$ cat config.mk
export PLATFORM = sky130hd
export DESIGN_NAME = mcycle_unit_flat
export DESIGN_NICKNAME = d
export VERILOG_FILES = /design/src/rtl/mcycle_if.sv /design/src/rtl/mcycle_unit.sv /design/src/flat_wrapper.sv
export SDC_FILE = /design/constraint.sdc
export NUM_CORES = 1
export LEC_CHECK = 0
export BUFFER_PORTS_ARGS = -buffer_cell sky130_fd_sc_hd__buf_4
export CAP_MARGIN = 20
export CORE_ASPECT_RATIO = 0.9
export CORE_MARGIN = 2
export CORE_UTILIZATION = 40
export DETAILED_ROUTE_END_ITERATION = 16
export PLACE_DENSITY = 0.61
export SYNTH_ARGS = -nofsm -noshare
export SYNTH_HDL_FRONTEND = slang
export SYNTH_SLANG_ARGS = --single-unit
$ cat constraint.sdc
create_clock -name CLK -period 6.1 [get_ports CLK]
set_clock_uncertainty 0.05 [all_clocks]
set_input_delay 0.305 -clock CLK [delete_from_list [all_inputs] [get_ports CLK]]
set_output_delay 0.305 -clock CLK [all_outputs]
set_load 0.05 [all_outputs]
$ cat src/rtl/mcycle_if.sv
`default_nettype none
// ============================================================================
// Module   : mcycle_if
// Purpose  : Operation request / result bundle between the condition unit and
//            the multi-cycle multiply/divide engine.
// Revision : 1.0
// ============================================================================
interface mcycle_if #(
    parameter int WIDTH = 32
);
    logic             Start;
    logic [1:0]       MCycleOp;
    logic [WIDTH-1:0] Operand1;
    logic [WIDTH-1:0] Operand2;
    logic [WIDTH-1:0] Result1;
    logic [WIDTH-1:0] Result2;
    logic             Busy;

    modport master (
        output Start, MCycleOp, Operand1, Operand2,
        input  Result1, Result2, Busy
    );

    modport slave (
        input  Start, MCycleOp, Operand1, Operand2,
        output Result1, Result2, Busy
    );
endinterface
`default_nettype wire

$ cat src/rtl/mcycle_unit.sv
`default_nettype none
// ============================================================================
// Module   : mcycle_unit
// Purpose  : Iterative shift-add multiplier / restoring divider, one bit per
//            cycle, with sign fix-up applied on the final iteration.
// Revision : 1.0
// ============================================================================
module mcycle_unit #(
    parameter int WIDTH = 32
) (
    input  wire logic CLK,
    input  wire logic Reset,
    mcycle_if.slave   bus
);
    localparam int               c_CW   = $clog2(WIDTH);
    localparam logic [c_CW-1:0]  c_LAST = c_CW'(WIDTH - 1);

    localparam logic [1:0] S_IDLE    = 2'd0;
    localparam logic [1:0] S_COMPUTE = 2'd1;
    localparam logic [1:0] S_DONE    = 2'd2;

    logic [1:0]       r_state;
    logic [1:0]       w_state_next;
    logic [c_CW-1:0]  r_count;
    logic             r_is_div;
    logic             r_sign1;
    logic             r_sign2;
    logic             r_divz;
    logic [WIDTH-1:0] r_mag_a;
    logic [WIDTH-1:0] r_mag_b;
    logic [WIDTH-1:0] r_hi;
    logic [WIDTH-1:0] r_lo;
    logic [WIDTH-1:0] r_result1;
    logic [WIDTH-1:0] r_result2;
    logic             w_busy;
    logic             w_start;
    logic             w_last;

    assign w_start = (r_state == S_IDLE) && bus.Start;
    assign w_last  = (r_state == S_COMPUTE) && (r_count == c_LAST);

    // ---------------- FSM ----------------
    always_ff @(posedge CLK or posedge Reset) begin
        if (Reset) r_state <= S_IDLE;
        else       r_state <= w_state_next;
    end

    always_comb begin
        w_state_next = r_state;
        case (r_state)
            S_IDLE:    if (bus.Start) w_state_next = S_COMPUTE;
            S_COMPUTE: if (w_last)    w_state_next = S_DONE;
            S_DONE:                   w_state_next = S_IDLE;
            default:                  w_state_next = S_IDLE;
        endcase
    end

    always_comb begin
        w_busy = 1'b0;
        case (r_state)
            S_IDLE:    w_busy = bus.Start;
            S_COMPUTE: w_busy = 1'b1;
            default:   w_busy = 1'b0;
        endcase
    end

    // ---------------- operand conditioning ----------------
    logic             w_signed_op;
    logic             w_neg1;
    logic             w_neg2;
    logic [WIDTH-1:0] w_mag1;
    logic [WIDTH-1:0] w_mag2;

    assign w_signed_op = ~bus.MCycleOp[0];
    assign w_neg1      = w_signed_op & bus.Operand1[WIDTH-1];
    assign w_neg2      = w_signed_op & bus.Operand2[WIDTH-1];
    // Magnitude of the most-negative value is exactly representable unsigned.
    assign w_mag1      = w_neg1 ? -bus.Operand1 : bus.Operand1;
    assign w_mag2      = w_neg2 ? -bus.Operand2 : bus.Operand2;

    // ---------------- one iteration ----------------
    logic [WIDTH:0]   w_mul_sum;
    logic [WIDTH-1:0] w_div_shift;
    logic             w_div_ge;
    logic [WIDTH-1:0] w_div_sub;
    logic [WIDTH-1:0] w_next_hi;
    logic [WIDTH-1:0] w_next_lo;

    assign w_mul_sum   = {1'b0, r_hi} + {1'b0, (r_lo[0] ? r_mag_a : {WIDTH{1'b0}})};
    assign w_div_shift = {r_hi[WIDTH-2:0], r_lo[WIDTH-1]};
    assign w_div_ge    = {r_hi, r_lo[WIDTH-1]} >= {1'b0, r_mag_b};
    assign w_div_sub   = w_div_shift - r_mag_b;

    always_comb begin
        w_next_hi = w_mul_sum[WIDTH:1];
        w_next_lo = {w_mul_sum[0], r_lo[WIDTH-1:1]};
        if (r_is_div) begin
            w_next_hi = w_div_ge ? w_div_sub : w_div_shift;
            w_next_lo = {r_lo[WIDTH-2:0], w_div_ge};
        end
    end

    // ---------------- sign fix-up ----------------
    logic [2*WIDTH-1:0] w_prod;
    logic [2*WIDTH-1:0] w_prod_fix;
    logic [WIDTH-1:0]   w_quot;
    logic [WIDTH-1:0]   w_rem;

    assign w_prod     = {w_next_hi, w_next_lo};
    assign w_prod_fix = (r_sign1 ^ r_sign2) ? -w_prod : w_prod;
    // Zero divisor leaves the dividend in the remainder; only the quotient is forced.
    assign w_quot     = r_divz ? {WIDTH{1'b1}}
                               : ((r_sign1 ^ r_sign2) ? -w_next_lo : w_next_lo);
    assign w_rem      = r_sign1 ? -w_next_hi : w_next_hi;

    // ---------------- datapath registers ----------------
    always_ff @(posedge CLK or posedge Reset) begin
        if (Reset) begin
            r_count   <= '0;
            r_is_div  <= 1'b0;
            r_sign1   <= 1'b0;
            r_sign2   <= 1'b0;
            r_divz    <= 1'b0;
            r_mag_a   <= '0;
            r_mag_b   <= '0;
            r_hi      <= '0;
            r_lo      <= '0;
            r_result1 <= '0;
            r_result2 <= '0;
        end else if (w_start) begin
            r_count  <= '0;
            r_is_div <= bus.MCycleOp[1];
            r_sign1  <= w_neg1;
            r_sign2  <= w_neg2;
            r_divz   <= (bus.Operand2 == '0);
            r_mag_a  <= w_mag1;
            r_mag_b  <= w_mag2;
            r_hi     <= '0;
            r_lo     <= bus.MCycleOp[1] ? w_mag1 : w_mag2;
        end else if (r_state == S_COMPUTE) begin
            r_hi <= w_next_hi;
            r_lo <= w_next_lo;
            if (w_last) begin
                r_count <= '0;
                if (r_is_div) begin
                    r_result1 <= w_quot;
                    r_result2 <= w_rem;
                end else begin
                    r_result1 <= w_prod_fix[WIDTH-1:0];
                    r_result2 <= w_prod_fix[2*WIDTH-1:WIDTH];
                end
            end else begin
                r_count <= r_count + 1'b1;
            end
        end
    end

    assign bus.Busy    = w_busy;
    assign bus.Result1 = r_result1;
    assign bus.Result2 = r_result2;
endmodule
`default_nettype wire

$ cat src/flat_wrapper.sv
// flat-port wrapper written by rule: the top's interface ports become plain ports
module mcycle_unit_flat 
#(
    parameter int WIDTH = 32
)
  (CLK, Reset, bus_Start, bus_MCycleOp, bus_Operand1, bus_Operand2, bus_Result1, bus_Result2, bus_Busy);
  mcycle_if #(.WIDTH(WIDTH)) bus_i ();
  input  wire logic CLK;
  input  wire logic Reset;
  input wire logic [$bits(bus_i.Start)-1:0] bus_Start;
  input wire logic [$bits(bus_i.MCycleOp)-1:0] bus_MCycleOp;
  input wire logic [$bits(bus_i.Operand1)-1:0] bus_Operand1;
  input wire logic [$bits(bus_i.Operand2)-1:0] bus_Operand2;
  output wire logic [$bits(bus_i.Result1)-1:0] bus_Result1;
  output wire logic [$bits(bus_i.Result2)-1:0] bus_Result2;
  output wire logic [$bits(bus_i.Busy)-1:0] bus_Busy;
  assign bus_i.Start = bus_Start;
  assign bus_i.MCycleOp = bus_MCycleOp;
  assign bus_i.Operand1 = bus_Operand1;
  assign bus_i.Operand2 = bus_Operand2;
  assign bus_Result1 = bus_i.Result1;
  assign bus_Result2 = bus_i.Result2;
  assign bus_Busy = bus_i.Busy;
  mcycle_unit #(.WIDTH(WIDTH)) u_core (.CLK(CLK), .Reset(Reset), .bus(bus_i));
endmodule
After elaboration in Yosys (flattened, before gate mapping)
Index checks and enable logic that the tools add are counted.
- bits of input ports: 69
- register bits after elaboration: 203
- logic and storage cells: 61
- output and inout port bits: 65
- reduce and logical (&&, ||, !) cells: 7
- add/sub/neg operators: 8
- equal/unequal tests: 4
- bitwise gates (word level): 5
- $lt $le $gt $ge: 1
- muxes and demuxes: 24
- operators with widths (kind ; count):
    $mux W32 ; 16
    $neg A32 Y32 ; 4
    $mux W64 ; 1
    $neg A64 Y64 ; 1
    $add A32 B32 Y33 ; 1
    $ge A33 B32 Y1 ; 1
    $logic_not A32 Y1 ; 1
    $sub A32 B32 Y32 ; 1
    $mux W5 ; 3
    $add A5 B1 Y5 const B ; 1
    $eq A5 B5 Y1 const B ; 1
    $mux W2 ; 2
    $pmux W2 S2 ; 1
    $reduce_and A3 Y1 ; 1
    $and A1 B1 Y1 ; 2
    $eq A2 B1 Y1 const B ; 1
    $logic_and A1 B1 Y1 ; 2
    $logic_not A2 Y1 ; 1
    $ne A2 B1 Y1 const B ; 1
    $ne A2 B2 Y1 const B ; 1
    $not A1 Y1 ; 2
    $pmux W1 S2 ; 1
    $reduce_and A2 Y1 ; 1
    $reduce_bool A2 Y1 ; 1
    $xor A1 B1 Y1 ; 1

Longest topological paths before layout
- depth in word-level cells: 7
- gate-level depth with buffers: 25
- gate-level depth less buffers: 21

Worst setup path after synthesis
No wires, ideal clock.
- path type: flip-flop to flip-flop
- start point: register u_core.r_is_div
- end point: register u_core.r_result2[20] (netlist: u_core.bus.Result2[20])
- data arrival time: 4.832 ns
- slack: 1.094 ns
- library setup time: 0.125 ns
- cell stages (with the launch flop): 21
- required time: 5.925 ns
- period minus slack after synthesis: 5.006 ns
- path buffers: 8
- cells stage by stage: dfrtp_1 -> clkbuf_1 -> buf_2 -> buf_1 -> buf_2 -> buf_2 -> buf_1 -> buf_1 -> buf_1 -> a21oi_1 -> inv_1 -> ha_1 -> o21ai_0 -> nor4_1 -> nand2_1 -> nor4_1 -> nor2_1 -> a21oi_1 -> and2_1 -> xnor2_1 -> mux2_2
- word-level cells in the longest chain between the ends: 4
- elaborated cells on any way between the ends: 7
- those cells by class: add/sub (2); mux (5)
- ends and longest elaborated chain (element ; line ; text):
    from (decl) ; mcycle_unit.sv:25 ; logic r_is_div;
    from (signal assigned) ; mcycle_unit.sv:132 ; r_is_div <= bus.MCycleOp[1];
    $mux W32 ; mcycle_unit.sv:97 ; if (r_is_div) begin
    $neg A64 Y64 or $neg A32 Y32 (tied branches) ; mcycle_unit.sv:110, mcycle_unit.sv:114 ;
    $mux W64 or $mux W32 (tied branches) ; mcycle_unit.sv:110, mcycle_unit.sv:114 ;
    $mux W32 (*) ; mcycle_unit.sv:145 ; if (r_is_div) begin
    to (signal assigned) ; mcycle_unit.sv:147 ; r_result2 <= w_rem;
    to (signal assigned) ; mcycle_unit.sv:150 ; r_result2 <= w_prod_fix[2*WIDTH-1:WIDTH];
    to (decl) ; mcycle_unit.sv:34 ; logic [WIDTH-1:0] r_result2;
Every way passes the cells marked *; elsewhere a longest branch is shown, timed or not.
A chain may end at the register's enable or synchronous reset.

Final worst setup path
- start point: register u_core.r_mag_b[25]
- end point: register u_core.r_result2[24] (netlist: u_core.bus.Result2[24])
- word-level cells in the longest chain between the ends: 6
- elaborated cells on any way between the ends: 9
- those cells by class: add/sub (2); order compare (1); mux (6)
- ends and longest elaborated chain (element ; line ; text):
    from (decl) ; mcycle_unit.sv:30 ; logic [WIDTH-1:0] r_mag_b;
    from (signal assigned) ; mcycle_unit.sv:137 ; r_mag_b <= w_mag2;
    $ge A33 B32 Y1 (*) ; mcycle_unit.sv:91 ; assign w_div_ge = {r_hi, r_lo[WIDTH-1]} >= {1'b0, r_mag_b};
    $mux W32 ; mcycle_unit.sv:98 ; w_next_hi = w_div_ge ? w_div_sub : w_div_shift;
    $mux W32 ; mcycle_unit.sv:97 ;
    $neg A64 Y64 or $neg A32 Y32 (tied branches) ; mcycle_unit.sv:110, mcycle_unit.sv:114 ;
    $mux W64 or $mux W32 (tied branches) ; mcycle_unit.sv:110, mcycle_unit.sv:114 ;
    $mux W32 (*) ; mcycle_unit.sv:145 ;
Marks and branches as above.

==> results by group <==
STA
  • Fin crit period: 5324 ps
  • Final WS setup: 775.6 ps
  • Setup TNS: 0 ps
  • Max Slew Vio Count: 0
  • Final cycle utilization of the critical path: 87.28%
  • F_max: 0.1878 GHz
  • Rel. slew slack: 33.60%
  • Final hold viol count: 0
  • Worst slew pin tran: 994.0 ps
  • RSZ-0062 raised after global routing: false
  • Final setup violation count: 0

Floorplan
  • Die width: 215.9 um
  • Core ar.: 39630 um2
  • IO Pins: 134
  • Die height: 194.7 um
  • Initial core utilization: 40.78%
  • Rows: 69
  • Die Area: 42020 um2

Synthesis
  • Ys Warns: 0
  • Register area share after synthesis: 31.44%
  • #FFs+latches synth: 203
  • Synth Flop Type: dfrtp_1
  • Synthesized area per cell: 8.177 um2
  • Post-Syn Nets: 2117
  • Synth area leaders: dfrtp_1, o21ai_0, nand2_1
  • Post-synthesis async set-or-reset flop share: 100.0%
  • Mapped cell area: 16160 um2
  • Synth area leader: dfrtp_1
  • Post-synth EDFFs: 0
  • Synth cell types: 96
  • Syn Inst Count: 1976
  • Top cell type's share of synthesized area: 31.44%

Place
  • IO buf count: 133
  • Dpl ws: 850.4 ps
  • Dpl hpwl: 47.95 mm
  • GPL Wtd Cong: 0.9489

Critical path
  • Worst EP arrival: 5700 ps
  • Max incr delay on CP: 620 ps
  • Setup crit start kind: register
  • Critical Path Fanout Max: 19
  • Worst path cell trace: inv_1 > ha_1 > nand4_1 > nor3_1 > nand2_1 > a311o_1 > buf_4 > a21oi_1 > a311o_1 > ha_1 > and4b_1 > and4b_2 > nand4_2 > or3_1 > a21oi_1 > xnor2_1 > mux2_4
  • Setup CP Type: register to register
  • Setup crit end kind: register
  • Req. time, crit path: 6480 ps
  • Critical-path top delay cell: a311o_1

Drt
  • DR iter-0 viols: 1654
  • 1st-pass router iterations: 5
  • Wire length per cell: 23.35 um
  • Avg Vias per Cell: 6.011
  • Antenna Nets Post-Route: 0
  • Final routed DRC violation total: 0
  • Vias after detailed routing: 15725
  • Final wirelength: 61.09 mm

Clock network
  • Total CTS buffers: 24
  • TritonCTS clock tree: built
  • CTS H-tree depth: 1
  • Max Buffers Root-to-Sink: 3
  • Skew-Pair Late Insertion Delay: 550 ps
  • CTS Root Cell: clkbuf_16
  • Worst-path clk slew: 60 ps
  • Clock sinks: 203
  • # resized after CTS: 0

Global routing
  • GRT Total Usage: 28.78%
  • GRT overflow: 0
  • Largest net degree at the start of global routing: 111
  • First-pass GRT wire length: 93.70 mm
  • Initial antenna violation count: 0
  • Vias in the first global route: 15015

Finish
  • Antenna cells: 0
  • Nets: 2208
  • Layout cells sized above 1: 14.25%
  • Area overhead of the layout relative to synthesis: 14.95%

Hold path
  • Class of the tightest hold or removal check: primary input to register

Outcome
  • Outcome: finished clean

Job
  • Max Cap Viol: 0
[final timing paths]
| check | cells after the start | from | endpoint | slack [ps] |
|---|---|---|---|---|
| worst min register to register | 2 | u_core.r_mag_a[31] | u_core.r_mag_a[31] | 420 |
| worst max register to register | 17 | u_core.r_mag_b[25] | u_core.bus.Result2[24] | 780 |
| worst min-delay path | 3 | bus_Operand1[5] | u_core.r_mag_a[5] | 20 |
| worst max-delay path | 17 | u_core.r_mag_b[25] | u_core.bus.Result2[24] | 780 |
| min in group asynchronous | 3 | Reset | u_core.r_mag_a[15] | 360 |
| max in group asynchronous | 4 | Reset | u_core.r_mag_a[24] | 4230 |
[through the flow]
step	utilization (%)	hold WS, ps	instance area [um2]	std cells
after floorplan	-	371.8	16160	1976
after global placement	44.63	406.4	17690	2571
after detailed placement	44.63	412.4	17690	2571
after CTS	46.87	14.82	18570	2616
after global routing	46.87	40.49	18570	2616
final	46.87	22.88	18570	2616
[kinds of logic (layout without fill, tap and decap cells)]
group | Yosys count | after routing | synth area share [%]
simple gates | 664 | 664 | 20.09
xor+xnor | 150 | 150 | 8.131
buf+inv | 173 | 281 | 4.367
flops | 203 | 203 | 31.44
mux | 73 | 73 | 4.801
compound gates | 641 | 641 | 25.51
fa+ha+maj | 72 | 72 | 5.668
[area by class of cell]
class	count	area (um2)
timing repair buffer	175	1319
fill	3939	21050
multi-input combinational	1600	10400
sequential	203	5084
clock buffer	33	694.4
inverter	63	244.0
clock inverter	10	172.7
tap	532	665.6
[per-layer routing]
layer / part of all wire, % / track usage [%] / vias to the layer above
li1: - / - / 7393
met1: 46 / 41.65 / 7598
met2: 44 / 44.36 / 635
met3: 6.7 / 3.505 / 99
met4: 3.8 / 9.655 / 0
met5: 0 / 0 / -
[placed cells by master (no fill, tap or decap), types with 17 or more instances in the layout]
| cell type | netlist | layout |
|---|---|---|
| a21o_1 | 20 | 20 |
| a21oi_1 | 150 | 150 |
| a31oi_1 | 27 | 27 |
| and2_1 | 47 | 47 |
| buf_4 | 5 | 173 |
| clkbuf_16 | 0 | 24 |
| dfrtp_1 | 203 | 202 |
| ha_1 | 70 | 70 |
| inv_1 | 62 | 61 |
| mux2_2 | 32 | 32 |
| mux2i_1 | 40 | 40 |
| nand2_1 | 251 | 250 |
| nand3_1 | 47 | 47 |
| nand4_1 | 28 | 28 |
| nor2_1 | 124 | 124 |
| nor2b_1 | 19 | 18 |
| nor3_1 | 39 | 39 |
| nor4_1 | 23 | 23 |
| o21ai_0 | 205 | 205 |
| o22a_1 | 30 | 30 |
| o22ai_1 | 21 | 21 |
| o31ai_1 | 17 | 17 |
| xnor2_1 | 92 | 91 |
| xor2_1 | 58 | 58 |
[Yosys cell counts (13+ instances only)]
cell	n
o221a_2	13
mux2_2	32
clkbuf_1	80
nand2_1	251
o21ai_0	205
dfrtp_1	203
o21a_1	13
o211ai_1	13
a21o_1	20
nor2_1	124
nor2b_1	19
o22a_1	30
inv_1	62
nand3_1	47
nand2b_1	17
o22ai_1	21
mux2i_1	40
and2_1	47
a21oi_1	150
xor2_1	58
a31oi_1	27
xnor2_1	92
nand4_1	28
ha_1	70
a211oi_1	13
o31ai_1	17
nor4_1	23
nor3_1	39
a22o_1	15
[worst max-delay path: cells and delay by family (launching register included)]
kind            cells  cell delay, ps
simple gates        7            2080
compound gates      4            1220
fa+ha+maj           2             700
flops               1             390
buf+inv             2             380
mux                 1             260
xor+xnor            1              90
[timing repair]
action | in CTS | in global routing
hold buffers | 2 | 0
setup buffers | 0 | 0
endpoints found under the setup margin | 0 | 0
hold endpoints to repair | 90 | 0
[sequential cells by signal, indices dropped and copies added, names as in the netlist, 2 cells and up]
signal,flops
u_core.bus.Result2,32
u_core.r_count,5
u_core.r_state,2
u_core.r_hi,32
u_core.r_mag_b,32
u_core.r_lo,32
u_core.bus.Result1,32
u_core.r_mag_a,32
Power is not shown: default switching activity piles up to over one toggle a cycle in this logic, so the estimate is an artifact.
